### src/rtl/control_unit.sv
// control_unit: main opcode decoder for the single-issue MIPS-style datapath.
// Every control output is registered and reflects the opcode sampled at the
// previous rising clk edge. Edge priority is flush > stall > decode.
// The optional immediate-logic rows (andi/ori/slti) are enabled by defining
// CTRL_IMM_LOGIC_EN. Without it those opcodes decode as illegal.
module control_unit (
  input  logic       clk,
  input  logic       rst_n,
  input  logic [5:0] opcode,
  input  logic       stall,
  input  logic       flush,
  output logic       branch,
  output logic       RegDst,
  output logic       MemRead,
  output logic       MemToWrite,
  output logic       MemToReg,
  output logic [2:0] ALUOp,
  output logic       ALUSrc,
  output logic       RegWrite,
  output logic       illegal_op
);

  // Opcode encodings (instruction bits [31:26])
  localparam logic [5:0] OP_RTYPE = 6'b000000;
  localparam logic [5:0] OP_J     = 6'b000010;
  localparam logic [5:0] OP_BEQ   = 6'b000100;
  localparam logic [5:0] OP_ADDI  = 6'b001000;
  localparam logic [5:0] OP_SLTI  = 6'b001010;
  localparam logic [5:0] OP_ANDI  = 6'b001100;
  localparam logic [5:0] OP_ORI   = 6'b001101;
  localparam logic [5:0] OP_LW    = 6'b100011;
  localparam logic [5:0] OP_SW    = 6'b101011;

  // ALU operation classes
  localparam logic [2:0] ALU_ADD   = 3'b000;
  localparam logic [2:0] ALU_SUB   = 3'b001;
  localparam logic [2:0] ALU_RTYPE = 3'b010;
  localparam logic [2:0] ALU_AND   = 3'b011;
  localparam logic [2:0] ALU_OR    = 3'b100;
  localparam logic [2:0] ALU_SLT   = 3'b101;

  // Control word held in a single register so flush/stall/reset act uniformly.
  typedef struct packed {
    logic       regdst;
    logic       alusrc;
    logic       memtoreg;
    logic       regwrite;
    logic       memread;
    logic       memwrite;
    logic       branch;
    logic [2:0] aluop;
    logic       illegal;
  } ctrl_t;

  ctrl_t dec;
  ctrl_t ctrl_q;

  // Combinational decode of the incoming opcode into the next control word.
  always_comb begin
    dec = '0;
    unique case (opcode)
      OP_RTYPE: begin
        dec.regdst   = 1'b1;
        dec.regwrite = 1'b1;
        dec.aluop    = ALU_RTYPE;
      end
      OP_LW: begin
        dec.alusrc   = 1'b1;
        dec.memtoreg = 1'b1;
        dec.regwrite = 1'b1;
        dec.memread  = 1'b1;
        dec.aluop    = ALU_ADD;
      end
      OP_SW: begin
        dec.alusrc   = 1'b1;
        dec.memwrite = 1'b1;
        dec.aluop    = ALU_ADD;
      end
      OP_BEQ: begin
        dec.branch   = 1'b1;
        dec.aluop    = ALU_SUB;
      end
      OP_ADDI: begin
        dec.alusrc   = 1'b1;
        dec.regwrite = 1'b1;
        dec.aluop    = ALU_ADD;
      end
      // Jump target is resolved elsewhere; no control side effects here.
      OP_J: begin
        dec = '0;
      end
`ifdef CTRL_IMM_LOGIC_EN
      OP_ANDI: begin
        dec.alusrc   = 1'b1;
        dec.regwrite = 1'b1;
        dec.aluop    = ALU_AND;
      end
      OP_ORI: begin
        dec.alusrc   = 1'b1;
        dec.regwrite = 1'b1;
        dec.aluop    = ALU_OR;
      end
      OP_SLTI: begin
        dec.alusrc   = 1'b1;
        dec.regwrite = 1'b1;
        dec.aluop    = ALU_SLT;
      end
`endif
      default: begin
        dec         = '0;
        dec.illegal = 1'b1;
      end
    endcase
  end

  // Output register: async clear, then flush > stall > decode.
  always_ff @(posedge clk or negedge rst_n) begin
    if (!rst_n) begin
      ctrl_q <= '0;
    end else if (flush) begin
      ctrl_q <= '0;
    end else if (!stall) begin
      ctrl_q <= dec;
    end
  end

  assign RegDst     = ctrl_q.regdst;
  assign ALUSrc     = ctrl_q.alusrc;
  assign MemToReg   = ctrl_q.memtoreg;
  assign RegWrite   = ctrl_q.regwrite;
  assign MemRead    = ctrl_q.memread;
  assign MemToWrite = ctrl_q.memwrite;
  assign branch     = ctrl_q.branch;
  assign ALUOp      = ctrl_q.aluop;
  assign illegal_op = ctrl_q.illegal;

endmodule

### config.mk
export PLATFORM = sky130hd
export DESIGN_NAME = control_unit
export DESIGN_NICKNAME = d
export VERILOG_FILES = /design/src/rtl/control_unit.sv
export SDC_FILE = /design/constraint.sdc
export NUM_CORES = 1
export LEC_CHECK = 0
export CELL_PAD_IN_SITES_DETAIL_PLACEMENT = 1
export CELL_PAD_IN_SITES_GLOBAL_PLACEMENT = 1
export CORE_UTILIZATION = 24
export DETAILED_ROUTE_END_ITERATION = 8
export GPL_ROUTABILITY_DRIVEN = 0
export GPL_TIMING_DRIVEN = 0
export HOLD_SLACK_MARGIN = 0.05
export PLACE_DENSITY_LB_ADDON = 0.1
export SLEW_MARGIN = 40
export SYNTH_ARGS = -nofsm -noshare
export SYNTH_HDL_FRONTEND = slang
export SYNTH_SLANG_ARGS = --single-unit
### constraint.sdc
create_clock -name clk -period 0.8 [get_ports clk]
set_input_delay 0.08 -clock clk [delete_from_list [all_inputs] [get_ports clk]]
set_output_delay 0.08 -clock clk [all_outputs]
set_load 0.1 [all_outputs]
==> flow_metrics.tcl <==
set metrics [dict create \
    pin_count 21 \
    final_nets 79 \
    postRouteAntennaNets 0 \
    yosysTopAreaCell "dfrtp_1" \
    design.die.area_um2 1960 \
    post_route_cells_drive_above_1_share 0.597 \
    slew_viol_final 0 \
    dieWidth_um 44.2 \
    placement_rows 14 \
    placement.cell_area_um2 628 \
    grt_start_max_net_pins 9 \
    syn_area_per_cell_um2 10.2 \
    setup_total_negative_slack_ps -2350 \
    drt_iter0_markers 6 \
    ys_seq_area_frac 0.468 \
    wl_mm 1.20 \
    layout.cells.most_common_list "dfrtp_4 (8), buf_12 (8), buf_4 (5)" \
    portBuffers 19 \
    postLayoutCellArea_um2 797 \
    switching_share 0.319 \
    final-setup-viol-count 13 \
    place_hpwl_um 826 \
    grt_first_pass_wirelength_mm 1.93 \
    post-synth-top-area-fraction 0.468 \
    synth.area.top_cells "dfrtp_1 (47%), buf_4 (5.3%), nor2_1 (5.3%)" \
    cp-end-kind "output pin" \
    critPathArrivalTime_ps 1010 \
    pwr_density_cell_nw_per_um2 1260 \
    min_period_over_period 1.37 \
    core_area_um2 1580 \
    avgViaCountPerCell 5.01 \
    h-tree-depth 1 \
    number_of_max_capacitance_violations_reported 0 \
    tritoncts.num_buffers 3 \
    cts.sink_count 8 \
    synth-warning-count 0 \
    clkLatencyLatePin_ps 260 \
    crit_type "flop to output pin" \
    start_kind "flop" \
    worst_r2r_startpoint "RegWrite$_DFFE_PN0P_" \
    grt_setup_unrepaired "true" \
    remaining_drc_errors 0 \
    via_count 416 \
    cp_cell_sequence "buf_6 > buf_12" \
    r2r_slack_ps -60 \
    finalPower_mw 1.01 \
    p_seq_frac 0.425 \
    p_int_uw 686 \
    post_layout_min_period_ps 1090 \
    finalHoldViolCount 0 \
    tritoncts_clock_tree "yes" \
    area_growth_syn_to_layout_pct 86.3 \
    postLayoutSetupSlackWorst_ps -293 \
    timing.critical_path.required_ps 720 \
    grt_antenna_before_repair 0 \
    ctsLongestPathBuffers 2 \
    violations "negative setup slack" \
    post_drt_wl_per_cell_um 14.5 \
    leakage_nw 0.314 \
    die_h_um 44.2 \
    mappedNetlistNets 52 \
    maxClockFrequency_mhz 915 \
    drt_first_pass_iters 5 \
    power.ir.vdd_worst_mv 0.740 \
    critical_path.reg2reg.endpoint "RegWrite$_DFFE_PN0P_" \
    part_of_the_power_in_combinational_logic 0.266 \
    cts.root.buffer_cell "clkbuf_4" \
    start_util 0.271 \
    cts_hold_buf 0 \
    grt_usage 0.142 \
    first_global_vias 435 \
    critical_path_peak_fanout 3 \
    hold_path_class "primary input to async pin" \
    syn_area_um2 428 \
    share_clk_of_total_power 0.309 \
    grt_overflow 0 \
    antenna_cells 0 \
    cp_slowest_stage_delay_ps 480 \
    yosys_register_bits 8 \
    power.switching_uw 321 \
    run_status "finished, violations left" \
    clk_pin_slew_ps 60 \
    r2r.worst_path.cells 3 \
    worst_clock_skew_ps 0 \
    crit_slowest_cell "dfrtp_4" \
    post_synth_inst_count 42 \
    detailedPlace.worstSlack_ps -561 \
    netlist-cell-type-count 20 \
]
[worst max-delay path: cells and delay by family, from the launching register on]
| kind | cells | cell delay [ps] |
|---|---|---|
| flops | 1 | 480 |
| buf+inv | 2 | 270 |
[per-layer routing]
layer / part of all wire / track usage / up-vias
met5: 0 / 0 / -
met4: 0.0075 / 0.0909 / 0
met3: 0.056 / 0.0449 / 2
met2: 0.50 / 0.209 / 14
met1: 0.44 / 0.179 / 197
li1: - / - / 203
[cells in the mapped netlist]
cell       number
conb_1          1
o2bb2ai_1       1
a21oi_1         4
nor2_1          6
nor3_4          1
buf_4           3
nor3_2          1
a211oi_2        1
and3_4          1
a211oi_1        1
inv_1           1
dfrtp_1         8
o21ai_2         1
a32oi_1         1
nor2_4          1
nand3_1         1
a22oi_1         1
nand2_1         4
a32o_1          2
nand4_1         2
[through the flow]
step | util | hold WS [ps] | std cells
finish | 0.506 | 104 | 83
global route | 0.506 | 130 | 83
CTS | 0.501 | 101 | 82
detailed placement | 0.398 | 386 | 77
global placement | 0.430 | 390 | 77
floorplan | - | -216 | 42
[power by group through the flow]
stage / combinational (mW) / sequential, mW / clock [mW]
after floorplan: 0.0740 / 0.494 / 0
after global placement: 0.243 / 0.432 / 0
after detailed placement: 0.235 / 0.432 / 0
after CTS: 0.259 / 0.428 / 0.333
after global routing: 0.284 / 0.430 / 0.336
final: 0.268 / 0.428 / 0.311
[worst max-delay path by stage]
| stage | cells after the start | startpoint | to |
|---|---|---|---|
| final | 2 | ALUOp[1]$_DFFE_PN0P_ | ALUOp[1] |
| after detailed placement | 4 | opcode[3] | illegal_op$_DFFE_PN0P_ |
| after floorplan | 1 | MemToReg$_DFFE_PN0P_ | MemToReg$_DFFE_PN0P_ |
| after global placement | 2 | MemToReg$_DFFE_PN0P_ | MemToReg |
| after CTS | 2 | ALUOp[1]$_DFFE_PN0P_ | ALUOp[1] |
| after global routing | 2 | ALUOp[1]$_DFFE_PN0P_ | ALUOp[1] |
[cells by family after synthesis]
| family | share of synthesized area |
|---|---|
| AND/OR/NAND/NOR | 0.243 |
| AO/OA/AOI/OAI | 0.219 |
| flip-flops | 0.468 |
| buffers and inverters | 0.0614 |
| other | 0.00876 |
[flip-flops by register name, summed over array words and instances, names as in the netlist]
signal / flops
ALUOp: 2
ALUSrc: 1
MemToReg: 1
MemToWrite: 1
RegWrite: 1
branch: 1
illegal_op: 1
[repair_timing]
action	4_1_cts	5_1_grt
setup endpoints to repair	18	16
pin swaps	4	2
setup buffers	2	1
gates resized for setup	46	9
endpoints found under the hold margin	0	0
gates cloned	0	0
[layout make-up]
class	count	area, um^2
Sequential cell	8	230
Inverter	1	3.75
Buffer	3	30.0
Tap cell	16	20.0
Fill cell	168	779
Multi-Input combinational cell	30	216
Timing Repair Buffer	22	274
Clock buffer	3	22.5
Note: power is estimated with default switching activity, not from simulation.
